### config.mk
export PLATFORM = sky130hd
export DESIGN_NAME = vc_flow_scheduler
export DESIGN_NICKNAME = d
export VERILOG_FILES = /design/src/rtl/qos_pkg.sv /design/src/rtl/vc_flow_scheduler_rr_arbiter4.sv /design/src/rtl/vc_flow_scheduler.sv
export SDC_FILE = /design/constraint.sdc
export NUM_CORES = 1
export LEC_CHECK = 0
export ABC_AREA = 1
export ABC_CLOCK_PERIOD_IN_PS = 5400
export CORE_MARGIN = 3
export CORE_UTILIZATION = 45
export DETAILED_ROUTE_END_ITERATION = 16
export GPL_ROUTABILITY_DRIVEN = 1
export PLACE_DENSITY = 0.93
export SETUP_SLACK_MARGIN = 0.4
export SKIP_CTS_REPAIR_TIMING = 1
export SYNTH_ARGS = -nofsm -noshare
export SYNTH_HDL_FRONTEND = slang
export SYNTH_HIERARCHICAL = 1
export SYNTH_SLANG_ARGS = --single-unit
### constraint.sdc
create_clock -name CLK -period 5.4 [get_ports CLK]
set_input_delay 1.08 -clock CLK [delete_from_list [all_inputs] [get_ports CLK]]
set_output_delay 1.08 -clock CLK [all_outputs]
set_load 0.01 [all_outputs]
### src/rtl/qos_pkg.sv
// Shared definitions for the QoS flow-control slice:
// scheduler states, VC count and egress margin.
package qos_pkg;

  localparam int NUM_VC           = 4;
  localparam int EGRESS_AF_MARGIN = 2;

  typedef enum logic [1:0] {
    SCH_RESET = 2'd0,
    SCH_INIT  = 2'd1,
    SCH_RUN   = 2'd2,
    SCH_HALT  = 2'd3
  } sch_state_t;

endpackage

### src/rtl/vc_flow_scheduler_rr_arbiter4.sv
// Rotate-priority arbiter for four requesters.
// Search starts at ptr+1 and wraps modulo four.
module rr_arbiter4
  import qos_pkg::*;
(
  input  logic [NUM_VC-1:0] req,
  input  logic [1:0]        ptr,
  output logic [NUM_VC-1:0] gnt,
  output logic [1:0]        idx,
  output logic              any
);

  logic [1:0] cand;

  always_comb begin
    gnt  = '0;
    idx  = ptr;
    any  = 1'b0;
    cand = '0;
    for (int k = 1; k <= NUM_VC; k++) begin
      cand = ptr + 2'(k);
      if (!any && req[cand]) begin
        any       = 1'b1;
        gnt[cand] = 1'b1;
        idx       = cand;
      end
    end
  end

endmodule

### src/rtl/vc_flow_scheduler.sv
// Round-robin drain of four VC FIFOs into one egress FIFO,
// honouring per-VC pause/continue strobes from the QoS FSM.
module vc_flow_scheduler
  import qos_pkg::*;
#(
  parameter int DATA_W = 6
) (
  input  logic                     CLK,
  input  logic                     reset,
  input  logic                     init,
  input  logic [NUM_VC-1:0]        error_full,
  input  logic [NUM_VC-1:0]        pause_stb,
  input  logic [NUM_VC-1:0]        continue_stb,
  input  logic [NUM_VC-1:0]        vc_empty,
  input  logic [NUM_VC*DATA_W-1:0] vc_data,
  input  logic                     egress_almost_full,
  output logic [NUM_VC-1:0]        vc_pop,
  output logic [DATA_W-1:0]        data_out,
  output logic                     valid_out,
  output logic [NUM_VC-1:0]        paused,
  output logic                     halted
);

  sch_state_t state, state_nx;

  logic [1:0]        rr_ptr;
  logic [NUM_VC-1:0] elig;
  logic [NUM_VC-1:0] gnt;
  logic [1:0]        gnt_idx;
  logic              gnt_any;
  logic              arb_en;
  logic              pop;
  logic              pop_d;
  logic [1:0]        lane_d;
  logic [NUM_VC-1:0] paused_nx;

  always_ff @(posedge CLK) begin
    if (reset) state <= SCH_RESET;
    else       state <= state_nx;
  end

  always_comb begin
    state_nx = state;
    unique case (state)
      SCH_RESET: state_nx = SCH_INIT;
      SCH_INIT:  state_nx = init ? SCH_INIT : SCH_RUN;
      SCH_RUN:   state_nx = |error_full ? SCH_HALT : SCH_RUN;
      SCH_HALT:  state_nx = SCH_HALT;
      default:   state_nx = SCH_RESET;
    endcase
  end

  assign elig = ~vc_empty & ~paused;

  rr_arbiter4 u_arb (
    .req (elig),
    .ptr (rr_ptr),
    .gnt (gnt),
    .idx (gnt_idx),
    .any (gnt_any)
  );

  // Popping during a reset cycle would drop a word on the floor.
  assign arb_en = (state == SCH_RUN) & ~egress_almost_full & ~reset;
  assign vc_pop = arb_en ? gnt : '0;
  assign pop    = arb_en & gnt_any;

  always_comb begin
    paused_nx = '0;
    if (state == SCH_RUN || state == SCH_HALT)
      paused_nx = (paused & ~continue_stb) | pause_stb;
  end

  always_ff @(posedge CLK) begin
    if (reset) begin
      paused    <= '0;
      data_out  <= '0;
      valid_out <= 1'b0;
      halted    <= 1'b0;
      rr_ptr    <= 2'd3;
      pop_d     <= 1'b0;
      lane_d    <= '0;
    end else begin
      paused    <= paused_nx;
      halted    <= (state_nx == SCH_HALT);
      valid_out <= pop_d;
      if (pop_d)
        data_out <= vc_data[lane_d*DATA_W +: DATA_W];
      pop_d <= pop;
      if (pop) begin
        lane_d <= gnt_idx;
        rr_ptr <= gnt_idx;
      end
    end
  end

endmodule

==> out/metrics.yaml, run 1 <==
outcome:
  outcome: "finished, final reports clean"
clocking:
  h-tree-depth: 1
  path_clk_slew_ps: 110
  cts_sinks: 19
  clock-root-buffer: "clkbuf_4"
  cts_tree: "built"
  clk_latency_ps: 290
  clock_path_buffers: 2
  cts_made_buffers: 3
setup_path:
  path_buf_inv: 3
  critPathTopFamily: "buffers and inverters"
  critPathCaptureType: "output pin"
  ff2ff_path_depth: 10
  critPathRequiredTime_ps: 4320
  crit_path_cell_trace: "clkdlybuf4s50_1 -> nor2_1 -> nand2_1 -> nand2_2 -> nand2_2 -> a21boi_0 -> a21oi_1 -> nand3_1 -> inv_1 -> nor2_1 -> clkdlybuf4s50_1"
  crit_slowest_cell: "clkdlybuf4s50_1"
  cp_max_fo: 6
  crit_arrival_ps: 3030
  cp_num_cells: 11
  cpPeakStageDelay_ps: 530
  critical_path_class: "in -> out"
  cp-start-kind: "primary input"
sta:
  fin_crit_ps: 4110
  fin_crit_sh_pct: 76.2
  rsz0062_at_grt: "false"
  hold_viol: 0
  slew-limit-headroom_pct: 64.7
  fmax_mhz: 243
  finalSetupViolations: 0
  skew_ps: 6.81
  fin_setup_tns_ps: 0
  tightest_slew_ps: 529
  slew_viol_final: 0
run:
  cap_violations: 0
yosys:
  synth.ff_latch_count: 19
  yosysTopAreaCellShare_pct: 27.4
  ys_warn_count: 6
  syn_avg_cell_area_sq_um: 6.61
  seq_area_frac_synth_pct: 27.4
  syn_nets: 262
  yosys-top-cells-area: "dfxtp_1 (27%), nand2_1 (16%), nand3_1 (9.7%), ha_1 (7.2%), inv_1 (4.6%)"
  synth_area_sq_um: 1390
  netlist_instances: 210
  ys_types: 23
  yosysTopAreaCell: "dfxtp_1"
pwr:
  max-vdd-ir-drop_v: 0.000110
  power_density_nw_per_um2: 161
  p_leak_uw: 0.000905
layout:
  fin_nets: 322
  final_cell_mix: "clkdlybuf4s50_1 (59), nand2_1 (58), nand3_1 (27)"
  drive_above_1_share_pct: 12.3
  antenna_cells: 0
  fin_area_sq_um: 2010
  areaGrowthSynthToFinish_pct: 45.0
  final_common_cell: "clkdlybuf4s50_1"
route:
  final_antenna_net_count: 0
  firstDrtPassIters: 4
  drtIter0Drc: 195
  drc_errors: 0
  vias_per_cell: 5.09
  vias: 1527
  wl_microns: 3370
  post_drt_wl_per_cell_microns: 11.2
floorplan:
  core-area_sq_um: 2850
  die_y_microns: 61.5
  die_w_microns: 61.5
  dieArea_sq_um: 3790
  rows: 19
  io_pins: 60
  start_util_pct: 48.6
global_route:
  grtUsageTotal_pct: 18.7
  grt_max_degree: 15
  antenna_found_initial: 0
  grt_pass1_wl_microns: 5470
  grt_pass1_vias: 1314
  grt-ovfl-total: 0
placement:
  placed_area_sq_um: 1980
  io_buffers: 59
  dpl.hpwl_microns: 2840
  gp_congestion: 0.944
worst_hold_path:
  hold_depth: 2
  hp-class: "reg -> reg"
registers in the layout (all words and copies together), names as in the netlist:
signal     count
lane_d         2
state          2
rr_ptr         2
paused         4
valid_out      1
pop_d          1
data_out       6
halted         1
per-layer routing:
layer  GRT usage [%]  part of all wire [%]  vias up
li1                -                     -      800
met5               0                     0        -
met4            5.45                  0.77        0
met1            22.9                    40      661
met3            3.35                   7.7        2
met2            33.3                    52       64
tightest hold or removal path, cell delays in order (launching register included):
cell	delay (ps)
dfxtp_1	360
a21oi_1	70
nor2_1	70
metrics by stage:
stage	total power [uW]	setup WS (ps)	std cells	util, %	hold WS [ps]
global placement	252	1350	296	69.6	494
detailed placement	255	1290	296	69.6	508
global route	341	1150	300	70.5	582
finish	324	1290	300	70.5	527
CTS	324	1280	300	70.5	534
floorplan	208	2310	210	-	479
Yosys cell counts:
library cell,instances
nor2_1,17
nand2_4,1
nor2_8,1
buf_2,2
a21boi_0,4
o21ai_0,6
inv_2,6
dfxtp_1,19
nor2_2,2
ha_1,8
nand2_1,58
nor3_1,1
o21ai_1,1
inv_1,17
nand2_2,7
buf_6,2
inv_4,1
nand3_1,27
a21oi_2,6
nand3_2,4
nor2_4,1
a21oi_1,12
nand4_1,7
area by class of cell:
cell class / count / area, sq um
inverters: 24 / 92.6
repair buffers: 59 / 591
fillers: 235 / 841
clock buffers: 3 / 22.5
flip-flops and latches: 19 / 380
well taps: 31 / 38.8
multi-input cells: 163 / 882
clock inverters: 1 / 5.00
worst paths after layout:
path | from | endpoint | slack [ps]
setup / recovery | vc_empty[0] | vc_pop[1] | 1290
hold / removal | paused[3] | paused[3] | 530
setup reg to reg | rr_ptr[0] | lane_d[1] | 3220
hold reg to reg | paused[3] | paused[3] | 530
kinds of logic after synthesis:
kind of cell               share of synthesized area, %
buffers and inverters                              9.02
DFF                                                27.4
and+or+nand+nor                                    43.6
AOI/OAI and AO/OA                                  12.8
adders and majority gates                          7.21
power breakdown:
| part | internal [uW] | switching (uW) | leakage (uW) | total [uW] |
|---|---|---|---|---|
| combinational | 52.7 | 48.7 | 0.000733 | 101 |
| clock | 27.5 | 44.3 | 0.0000177 | 71.9 |
| sequential | 145 | 5.10 | 0.000154 | 150 |
No activity file was read; power rests on OpenSTA's default activity.
==> run 2: changes to the inputs <==
--- a/config.mk
+++ b/config.mk
@@ -6,12 +6,12 @@
 export NUM_CORES = 1
 export LEC_CHECK = 0
 export ABC_AREA = 1
-export ABC_CLOCK_PERIOD_IN_PS = 5400
+export ABC_CLOCK_PERIOD_IN_PS = 3900
 export CORE_MARGIN = 3
-export CORE_UTILIZATION = 45
+export CORE_UTILIZATION = 42
 export DETAILED_ROUTE_END_ITERATION = 16
 export GPL_ROUTABILITY_DRIVEN = 1
-export PLACE_DENSITY = 0.93
+export PLACE_DENSITY = 0.88
 export SETUP_SLACK_MARGIN = 0.4
 export SKIP_CTS_REPAIR_TIMING = 1
 export SYNTH_ARGS = -nofsm -noshare
==> constraint.sdc (replaced) <==
create_clock -name CLK -period 3.9 [get_ports CLK]
set_input_delay 0.78 -clock CLK [delete_from_list [all_inputs] [get_ports CLK]]
set_output_delay 0.78 -clock CLK [all_outputs]
set_load 0.01 [all_outputs]
==> out/metrics.yaml, run 2 (synthesis gave the netlist of run 1 again) <==
outcome:
  outcome: "finished, final reports clean"
run:
  cap_violations: 0
setup_path:
  path_buf_inv: 4
  crit_start: "vc_empty[0]"
  r2r_end: "lane_d[1]"
  crit_arrival_ps: 2690
  cp-start-kind: "primary input"
  critical_path_class: "in -> out"
  r2r_start: "rr_ptr[1]"
  critPathCaptureType: "output pin"
  critPathTopFamily: "buffers and inverters"
  ff2ff_path_depth: 10
  crit_path_cell_trace: "clkdlybuf4s50_1 -> nor2_2 -> nand2_1 -> nand2_2 -> nand2_2 -> nand2_2 -> inv_2 -> nand3_1 -> nand3_1 -> inv_1 -> nor2_1 -> clkdlybuf4s50_1"
  cpPeakStageDelay_ps: 530
  cp_common_cell: "nand2_2"
  reg2reg_setup_slack_ps: 1970
  crit_slowest_cell: "clkdlybuf4s50_1"
  critPathRequiredTime_ps: 3120
  cp_max_fo: 6
clocking:
  h-tree-depth: 1
  clk_latency_ps: 290
  cts_tree: "built"
  cts_sinks: 19
  clock-root-buffer: "clkbuf_4"
  clock_path_buffers: 2
  cts_made_buffers: 3
  path_clk_slew_ps: 110
global_route:
  grt_pass1_vias: 1399
  antenna_found_initial: 0
  grt_max_degree: 15
  grt-ovfl-total: 0
  grtUsageTotal_pct: 17.3
  grt_pass1_wl_microns: 5810
layout:
  antenna_cells: 0
  nFillCells: 292
  multi_input_area_sq_um: 895
  fin_nets: 324
  areaGrowthSynthToFinish_pct: 48.8
  fin_area_sq_um: 2060
  largest_reg_flops: 6
  final_cell_mix: "nand2_1 (58), clkdlybuf4s50_1 (56), nand3_1 (27)"
  largest_register: "data_out"
  final_common_cell: "nand2_1"
  layout.cells.non_filler: 315
  seq_area_sq_um: 382
  drive_above_1_share_pct: 14.4
  reg.largest.list: "data_out x6, paused x4"
placement:
  placed_area_sq_um: 2010
  io_buffers: 59
  gp_congestion: 0.934
  dp_worst_setup_slack_ps: 413
  dp.cells: 310
  dpl.hpwl_microns: 2840
sta:
  timing.final.ws_setup_ps: 432
  hold_viol: 0
  fmax_mhz: 288
  fin_crit_ps: 3470
  slew-limit-headroom_pct: 64.8
  fin_setup_tns_ps: 0
  rsz0062_at_grt: "true"
  finalSetupViolations: 0
  tightest_slew_ps: 528
  skew_ps: 2.32
  fin_crit_sh_pct: 88.9
  slew_viol_final: 0
route:
  final_antenna_net_count: 0
  wl_microns: 3430
  vias_per_cell: 4.80
  vias: 1513
  post_drt_wl_per_cell_microns: 10.9
  drc_errors: 0
  drtIter0Drc: 128
  firstDrtPassIters: 4
worst_hold_path:
  hp-class: "reg -> reg"
  hp-start: "state[0]"
  hold_depth: 2
  whs_endpoint: "state[1]"
floorplan:
  dieArea_sq_um: 4030
  io_pins: 60
  die_w_microns: 63.5
  rows: 20
  die_y_microns: 63.5
  core-area_sq_um: 3100
  start_util_pct: 44.7
pwr:
  power_density_nw_per_um2: 219
  max-vdd-ir-drop_v: 0.000129
  p_leak_uw: 0.000972
-- run 2: changes by cell type in the layout (fill, tap and decap cells not counted) --
cell,before,now
a21boi_0,4,1
a21boi_1,0,3
clkdlybuf4s50_1,59,56
dlymetal6s2s_1,0,3
nor2_1,17,14
buf_4,0,2
nor2_2,2,4
dfxtp_1,19,18
dfxtp_2,0,1
nor2_4,1,2
-- run 2: tightest hold or removal path, delay by kind of cell (launching register included) --
family / cells / cell delay (ps)
DFF: 1 / 350
and+or+nand+nor: 1 / 90
AOI/OAI and AO/OA: 1 / 60
-- run 2: worst max-delay path by stage --
stage / endpoint / depth (start not counted)
2_1_floorplan: vc_pop[0] / 10
3_3_place_gp: vc_pop[3] / 11
3_5_place_dp: vc_pop[3] / 11
4_1_cts: vc_pop[3] / 11
5_1_grt: vc_pop[3] / 12
6_report: vc_pop[3] / 12
-- run 2: layout make-up --
cell class,count,area share (%)
inverters,24,4.48
flip-flops and latches,19,18.5
clock inverters,1,0.242
multi-input cells,163,43.3
clock buffers,3,1.09
well taps,44,2.67
repair buffers,61,29.7
-- run 2: metal layers --
layer	vias up	GRT usage, %	share of wire, %
met5	-	0	0
met4	0	5.39	0.79
met3	2	3.03	7.3
met2	62	30.8	49
met1	645	20.9	43
li1	804	-	-
-- run 2: power breakdown --
group          internal, uW  switching (uW)  total (uW)  leakage [uW]
clock network          38.1            60.2        98.4     0.0000177
registers               201            6.46         208      0.000154
logic                  75.4            70.4         146      0.000801
-- run 2: metrics by stage --
| step | hold WS (ps) | total power (uW) | utilization, % |
|---|---|---|---|
| finish | 535 | 452 | 66.5 |
| global route | 580 | 482 | 66.5 |
| CTS | 532 | 450 | 65.6 |
| detailed placement | 511 | 354 | 64.7 |
| global placement | 496 | 351 | 64.7 |
| floorplan | 479 | 287 | - |
